<file path="src/rtl/dm_stage_pipe_if.sv">
// Handshake/bus bundle between EX, the data-memory stage and WB.
interface dm_stage_pipe_if #(
    parameter int DATA_W = 16
);
    logic                  in_valid;
    logic                  in_ready;
    logic [1:0]            in_op;
    logic [DATA_W-1:0]     in_addr;
    logic [DATA_W-1:0]     in_wdata;
    logic [DATA_W/8-1:0]   in_be;
    logic                  out_valid;
    logic                  out_ready;
    logic [DATA_W-1:0]     out_data;
    logic                  out_fault;

    // Upstream/downstream side: issues ops and consumes results
    modport master (
        output in_valid, in_op, in_addr, in_wdata, in_be, out_ready,
        input  in_ready, out_valid, out_data, out_fault
    );

    // Stage side
    modport slave (
        input  in_valid, in_op, in_addr, in_wdata, in_be, out_ready,
        output in_ready, out_valid, out_data, out_fault
    );
endinterface

</file>
<file path="src/rtl/dm_stage_pipe.sv">
// Data-memory pipeline stage: pass-through, word load or byte-enabled store
// on an internal synchronous RAM, with valid/ready handshake, range fault
// detection and an optional post-reset RAM clear sweep.
module dm_stage_pipe #(
    parameter int DATA_W         = 16,
    parameter int ADDR_W         = 8,
    parameter int CLEAR_ON_RESET = 1
) (
    input  logic            clk,
    input  logic            reset,
    dm_stage_pipe_if.slave  bus,
    output logic            busy
);
    localparam int NB = DATA_W / 8;

    localparam logic [0:0] ST_CLEAR = 1'b0;
    localparam logic [0:0] ST_RUN   = 1'b1;
    localparam logic [0:0] ST_RESET = (CLEAR_ON_RESET != 0) ? ST_CLEAR : ST_RUN;

    localparam logic [1:0] OP_LOAD  = 2'b01;
    localparam logic [1:0] OP_STORE = 2'b10;

    logic [0:0]        r_state;
    logic [ADDR_W-1:0] r_cnt;
    logic              r_out_valid;
    logic [DATA_W-1:0] r_out_data;
    logic              r_out_fault;
    logic [DATA_W-1:0] r_mem [2**ADDR_W];

    logic              w_in_ready;
    logic              w_accept;
    logic              w_is_load;
    logic              w_is_store;
    logic              w_hi_nz;
    logic              w_fault;
    logic [ADDR_W-1:0] w_idx;
    logic              w_mem_we;
    logic [ADDR_W-1:0] w_mem_idx;
    logic [NB-1:0]     w_mem_be;
    logic [DATA_W-1:0] w_mem_wdata;

    // Address bits above the RAM index must be zero; no aliasing onto low words
    if (ADDR_W < DATA_W) begin : g_hi
        assign w_hi_nz = |bus.in_addr[DATA_W-1:ADDR_W];
    end else begin : g_nohi
        assign w_hi_nz = 1'b0;
    end

    assign w_idx      = bus.in_addr[ADDR_W-1:0];
    assign w_is_load  = (bus.in_op == OP_LOAD);
    assign w_is_store = (bus.in_op == OP_STORE);
    assign w_fault    = (w_is_load | w_is_store) & w_hi_nz;
    assign w_in_ready = (r_state == ST_RUN) & (~r_out_valid | bus.out_ready);
    assign w_accept   = bus.in_valid & w_in_ready;

    assign bus.in_ready  = w_in_ready;
    assign bus.out_valid = r_out_valid;
    assign bus.out_data  = r_out_data;
    assign bus.out_fault = r_out_fault;
    assign busy          = (r_state == ST_CLEAR);

    // Clear-sweep sequencer: walks every index once, then enters RUN
    always_ff @(posedge clk) begin
        if (reset) begin
            r_state <= ST_RESET;
            r_cnt   <= '0;
        end else if (r_state == ST_CLEAR) begin
            r_cnt <= r_cnt + 1'b1;
            if (r_cnt == '1) begin
                r_state <= ST_RUN;
            end
        end
    end

    // RAM write port select: sweep zeroes whole words, stores use byte enables
    always_comb begin
        w_mem_we    = 1'b0;
        w_mem_idx   = w_idx;
        w_mem_be    = bus.in_be;
        w_mem_wdata = bus.in_wdata;
        if (!reset) begin
            if (r_state == ST_CLEAR) begin
                w_mem_we    = 1'b1;
                w_mem_idx   = r_cnt;
                w_mem_be    = '1;
                w_mem_wdata = '0;
            end else if (w_accept && w_is_store && !w_fault) begin
                w_mem_we = 1'b1;
            end
        end
    end

    // Byte-lane RAM write
    always_ff @(posedge clk) begin
        if (w_mem_we) begin
            for (int unsigned i = 0; i < NB; i++) begin
                if (w_mem_be[i]) begin
                    r_mem[w_mem_idx][8*i +: 8] <= w_mem_wdata[8*i +: 8];
                end
            end
        end
    end

    // Output register: load on accept, drop valid when consumed, hold on stall
    always_ff @(posedge clk) begin
        if (reset) begin
            r_out_valid <= 1'b0;
            r_out_data  <= '0;
            r_out_fault <= 1'b0;
        end else if (w_accept) begin
            r_out_valid <= 1'b1;
            r_out_fault <= w_fault;
            if (w_is_load) begin
                r_out_data <= w_fault ? '0 : r_mem[w_idx];
            end else if (w_is_store) begin
                r_out_data <= '0;
            end else begin
                r_out_data <= bus.in_addr;
            end
        end else if (bus.out_ready) begin
            r_out_valid <= 1'b0;
        end
    end
endmodule
</file>
<file path="src/flat_wrapper.sv">
// flat-port wrapper written by rule: the top's interface ports become plain ports
module dm_stage_pipe_flat 
#(
    parameter int DATA_W         = 16,
    parameter int ADDR_W         = 8,
    parameter int CLEAR_ON_RESET = 1
)
  (clk, reset, busy, bus_in_valid, bus_in_op, bus_in_addr, bus_in_wdata, bus_in_be, bus_out_ready, bus_in_ready, bus_out_valid, bus_out_data, bus_out_fault);
  dm_stage_pipe_if #(.DATA_W(DATA_W)) bus_i ();
  input  logic clk;
  input  logic reset;
  output logic busy;
  input wire logic [$bits(bus_i.in_valid)-1:0] bus_in_valid;
  input wire logic [$bits(bus_i.in_op)-1:0] bus_in_op;
  input wire logic [$bits(bus_i.in_addr)-1:0] bus_in_addr;
  input wire logic [$bits(bus_i.in_wdata)-1:0] bus_in_wdata;
  input wire logic [$bits(bus_i.in_be)-1:0] bus_in_be;
  input wire logic [$bits(bus_i.out_ready)-1:0] bus_out_ready;
  output wire logic [$bits(bus_i.in_ready)-1:0] bus_in_ready;
  output wire logic [$bits(bus_i.out_valid)-1:0] bus_out_valid;
  output wire logic [$bits(bus_i.out_data)-1:0] bus_out_data;
  output wire logic [$bits(bus_i.out_fault)-1:0] bus_out_fault;
  assign bus_i.in_valid = bus_in_valid;
  assign bus_i.in_op = bus_in_op;
  assign bus_i.in_addr = bus_in_addr;
  assign bus_i.in_wdata = bus_in_wdata;
  assign bus_i.in_be = bus_in_be;
  assign bus_i.out_ready = bus_out_ready;
  assign bus_in_ready = bus_i.in_ready;
  assign bus_out_valid = bus_i.out_valid;
  assign bus_out_data = bus_i.out_data;
  assign bus_out_fault = bus_i.out_fault;
  dm_stage_pipe #(.DATA_W(DATA_W), .ADDR_W(ADDR_W), .CLEAR_ON_RESET(CLEAR_ON_RESET)) u_core (.clk(clk), .reset(reset), .bus(bus_i), .busy(busy));
endmodule
</file>
<file path="config.mk">
export PLATFORM = sky130hd
export DESIGN_NAME = dm_stage_pipe_flat
export DESIGN_NICKNAME = d
export VERILOG_FILES = /design/src/rtl/dm_stage_pipe_if.sv /design/src/rtl/dm_stage_pipe.sv /design/src/flat_wrapper.sv
export SDC_FILE = /design/constraint.sdc
export NUM_CORES = 2
export LEC_CHECK = 0
export BUFFER_PORTS_ARGS = -buffer_cell sky130_fd_sc_hd__buf_2
export CORE_MARGIN = 1.5
export CORE_UTILIZATION = 30
export DETAILED_ROUTE_END_ITERATION = 8
export GPL_ROUTABILITY_DRIVEN = 0
export PLACE_DENSITY = 0.48
export SLEW_MARGIN = 20
export SYNTH_ARGS = -nofsm -noshare
export SYNTH_HDL_FRONTEND = slang
export SYNTH_SLANG_ARGS = --single-unit
</file>
<file path="constraint.sdc">
create_clock -name clk -period 16.35 [get_ports clk]
set_input_delay 0 -clock clk [delete_from_list [all_inputs] [get_ports clk]]
set_output_delay 0 -clock clk [all_outputs]
set_load 0.01 [all_outputs]
</file>
# == After elaboration in Yosys (flattened, before gate mapping) ==
# Memory sizes are Yosys's and may differ from the RTL's.
# Index checks and enable logic that the tools add are counted.
# totals
reg_bits,27
latch_bits,0
ram_bits,4096
mem_bits_ro,0
in_bits,40
out_inout_bits,20
wordCells,44
mem_count,1
# classes
addsub,1
mul,0
n_div,0
n_lt_le_gt_ge,0
n_eq_ne,3
shift,0
muxes,22
n_bitwise,7
reduce_logical,5
# mem_list
memory,words,word_bits,read_ports,rd_ports_with_merged_regs,wr,line,rtl
u_core.r_mem,256,16,1,0,1,dm_stage_pipe.sv:28,logic [DATA_W-1:0] r_mem [2**ADDR_W];
# ops
cell,n
16-bit 2-to-1 mux,5
8-bit 2-to-1 mux,2
1-bit 2-to-1 mux,13
"8-bit by 1-bit adder with 8-bit output, second input constant",1
"8-bit equality test, second input constant",1
8-bit OR reduction,1
2-bit 2-to-1 mux,2
1-bit bitwise AND,3
"2-bit by 1-bit equality test with 1-bit output, second input constant",1
"2-bit equality test, second input constant",1
1-bit logical AND,2
1-bit inverter,2
1-bit OR,2
2-bit nonzero test,1
1-bit zero test,1

# == Depth between registers and ports, before layout ==
# depth
word_depth,11
ltp_mapped,13
mapped_depth_nobuf,8

# == Worst setup path after synthesis ==
# No wires, ideal clock.
# synth_path
path_type,reg2reg
start,register u_core.r_state
end,"memory u_core.r_mem[0][10], data pin"
setup_time_ns,0.870
arrival_ns,4.567
required_time_ns,15.480
setup_slack_ns,10.913
stages_incl_launch_ff,7
path_buffers,4
period_less_slack_ns,5.437
cell_sequence,dfxtp_1 > buf_2 > or2_2 > clkbuf_1 > clkbuf_1 > clkbuf_1 > and2_1
# synth_between
elab_chain_len,2
# synth_rtl
element,line,rtl
start: declaration,dm_stage_pipe.sv:23,logic [0:0] r_state;
start signal: assignment,dm_stage_pipe.sv:65,r_state <= ST_RESET;
start signal: assignment,dm_stage_pipe.sv:70,r_state <= ST_RUN;
16-bit 2-to-1 mux,dm_stage_pipe.sv:82,if (r_state == ST_CLEAR) begin
16-bit 2-to-1 mux,dm_stage_pipe.sv:81,if (!reset) begin
named net u_core.w_mem_wdata[10],dm_stage_pipe.sv:40,logic [DATA_W-1:0] w_mem_wdata;
end: declaration,dm_stage_pipe.sv:28,
# The timed path passes the listed nets, and every way through them passes these cells.

# == Final worst setup path ==
# layout_path
start,input bus_in_addr[0]
end,"register u_core.r_out_data[9], in the netlist u_core.bus.out_data[9]"
# layout_between
elab_chain_len,3
# layout_rtl
element,line,rtl
start: declaration,flat_wrapper.sv:15,input wire logic [$bits(bus_i.in_addr)-1:0] bus_in_addr;
memory 256 x 16 bit,--,
16-bit 2-to-1 mux,dm_stage_pipe.sv:114,r_out_data <= w_fault ? '0 : r_mem[w_idx];
16-bit 2-to-1 mux,dm_stage_pipe.sv:113,if (w_is_load) begin
end signal: assignment,dm_stage_pipe.sv:114,
end signal: assignment,dm_stage_pipe.sv:118,r_out_data <= bus.in_addr;
end: declaration,dm_stage_pipe.sv:26,logic [DATA_W-1:0] r_out_data;
# No other way between the ends.
# A chain may end at the register's enable or synchronous reset.

==> flow_summary_export.csv <==
group,metric,value,unit
outcome,status,"completed",
timing,setup_tns,0,ns
synth,yosys.area.top_type_share,0.770,
worst_setup_path,cp-start-kind,"input pin",
placement,numPortBuffers,59,
timing,finalClockSkew,0.0662,ns
run,drv_cap,0,
synth,ys_seq_elements,4123,
timing,fin_crit,5.82,ns
synth,ys_warn_count,0,
floorplan,core,0.530,mm²
clock_network,clk_pin_slew,0.06,ns
floorplan,std_cell_rows,267,
route,drt-initial-drc-count,9060,
worst_setup_path,crit_arrival,6.71,ns
power_and_ir_drop,total_power,22.5,mW
cells_and_area,nets,8011,
clock_network,cts.sink_count,4123,
synth,synth_cell_types,77,
clock_network,worstSkewPairLatency,1.01,ns
clock_network,cts-root-buf,"clkbuf_16",
worst_setup_path,path_common_cell,"buf_12",
clock_network,cts_tree,"built",
timing,fin_crit_sh,0.356,
floorplan,die_x,733,µm
global_routing,grt_pass1_vias,82100,
global_routing,grt_max_degree,221,
cells_and_area,area_delta_synth_final,14.6,%
timing,max_freq,172,MHz
worst_setup_path,crit_family,"buffers and inverters",
power_and_ir_drop,p_leak,56.5,nW
min_path,hold_path_class,"in -> reg",
timing,worst_slew_pin_slew,1.25,ns
timing,hold_violations,0,
timing,max_slew_margin,0.157,
synth,syn_area_per_cell,20.9,µm²
synth,synthTopCellsByArea,"edfxtp_1, mux4_2, mux2i_1, nor2_1, a22oi_1",
global_routing,antenna_found_initial,42,
worst_setup_path,critPathBufInv,6,
cells_and_area,stdcell_area,0.183,mm²
cells_and_area,layout_common_cells,"edfxtp_1, mux4_2, nor2_1, clkbuf_16, mux2i_1",
synth,ys_seq_area_frac,0.773,
route,routed_wl,494000,µm
synth,synth-main-ff-cell,"edfxtp_1",
synth,syn_nets,7695,
route,avgViaCountPerCell,5.26,
floorplan,dieArea,0.537,mm²
clock_network,clk_path_buf_depth,4,
route,drt_first_pass_iters,6,
worst_setup_path,cp.required,17.24,ns
cells_and_area,drive_gt1_frac,0.227,
timing,rsz0062_at_grt,"false",
placement,place_area,0.169,mm²
power_and_ir_drop,power.density,123,mW/mm²
floorplan,die_y,733,µm
worst_setup_path,crit_type,"in -> reg",
floorplan,start_util,0.302,
route,ant_nets,0,
timing,slew_viol_final,0,
power_and_ir_drop,ir_worst_vdd,0.0920,mV
synth,synth_area,0.160,mm²
timing,setup_viol,0,
synth,yosysTopAreaCell,"edfxtp_1",
placement,dp.final_hpwl,304000,µm
global_routing,grt_pass1_wl,680000,µm
worst_setup_path,slowest_delay,0.89,ns
global_routing,grt-ovfl-total,0,
synth,synth-edff-count,4096,
worst_setup_path,end_kind,"register",
synth,synthCells,7652,
worst_setup_path,critPathMaxFanout,85,
route,drc,0,
cells_and_area,layout_commonest_cell,"edfxtp_1",
route,routed-via-count,80700,
route,wl_per_cell,32.2,µm
clock_network,htree_levels,5,
worst_setup_path,path_cells,"buf_12 > buf_12 > buf_4 > buf_4 > buf_12 > mux4_2 > a22o_1 > o21ai_0 > a21oi_1 > a311oi_1 > o22ai_1 > dlygate4sd3_1",
floorplan,ios,60,
synth,async_flop_share,0,
global_routing,grt_usage,0.179,
clock_network,numCtsBuffers,441,
worst_setup_path,slowest_stage,"a311oi_1",
[area by class of cell]
type | count | area, µm²
repair buffers | 323 | 2720
clock inverters | 261 | 2390
inverters | 7 | 36.3
fillers | 49100 | 346000
multi-input cells | 3072 | 34100
flip-flops and latches | 4123 | 124000
clock buffers | 552 | 11600
well taps | 6994 | 8750
diodes | 9 | 22.5
[timing repair]
action                                  CTS  global route
hold buffers                             50             0
resized for setup                         0             0
endpoints found under the hold margin  1130             0
buffers inserted                          0             0
[worst min-delay path: stages]
cell           delay, ns
dlygate4sd3_1       0.53
buf_2               0.13
and2_4              0.24
[cells by family after synthesis]
kind of cell	synth area share
xor+xnor	0.000274
compound gates	0.0301
buf+inv	0.0169
simple gates	0.0312
mux	0.148
fa+ha+maj	0.000235
flops	0.773
[state kept, by name, indices dropped and copies added (netlist names)]
| signal | count |
|---|---|
| u_core.r_mem | 4096 |
| u_core.bus.out_data | 16 |
| u_core.r_cnt | 8 |
| u_core.bus.out_fault | 1 |
| u_core.bus.out_valid | 1 |
| u_core.r_state | 1 |
[power by group]
part | internal, mW | total (mW) | leakage [nW] | switching [mW]
Sequential | 11.6 | 11.6 | 37.6 | 0.00380
Clock | 5.57 | 9.76 | 6.77 | 4.19
Combinational | 0.335 | 1.12 | 12.2 | 0.787
Total | 17.5 | 22.5 | 56.5 | 4.98
[synthesized netlist by cell type, drive strengths merged (14+ instances only)]
library cell	number
nand3	98
nor2	574
nor3	61
clkbuf	154
and3	20
nor2b	14
o22ai	191
nand2	178
buf	296
o221ai	52
a22oi	197
o211ai	16
mux4	876
and2	23
edfxtp	4096
mux2i	383
a21oi	54
nand4	38
nor4	20
a31oi	19
o21ai	62
nand2b	19
dfxtp	27
a221oi	19
[stage by stage]
step	instances	util	hold slack (ns)	setup slack, ns
2_1_floorplan	7652	-	0.212	10.91
3_3_place_gp	14500	0.318	0.278	10.07
3_5_place_dp	14500	0.318	0.281	10.08
4_1_cts	15300	0.346	0.0686	10.64
5_1_grt	15300	0.346	0.111	10.21
6_report	15300	0.346	0.135	10.53
[layer usage]
| metal | wire [µm] | vias to the layer above | global-route usage |
|---|---|---|---|
| met3 | 37000 | 692 | 0.0344 |
| li1 | - | 32700 | - |
| met5 | 92 | - | 0.000801 |
| met2 | 238000 | 3253 | 0.293 |
| met4 | 16300 | 6 | 0.0529 |
| met1 | 203000 | 44100 | 0.241 |
[path summary, 6_finish.rpt]
kind | start | endpoint | cells past startpoint | slack [ns]
worst max-delay path | bus_in_addr[0] | u_core.bus.out_data[9]$_SDFFE_PP0P_ | 12 | 10.53
worst min-delay path | bus_in_wdata[8] | u_core.r_mem[25][8]$_DFFE_PP_ | 3 | 0.13
worst max register to register | u_core.r_state$_SDFF_PP0_ | u_core.r_mem[12][3]$_DFFE_PP_ | 7 | 11.66
worst min register to register | u_core.r_cnt[5]$_SDFFE_PP0N_ | u_core.r_cnt[5]$_SDFFE_PP0N_ | 2 | 0.54
(Power assumes the default switching activity.)
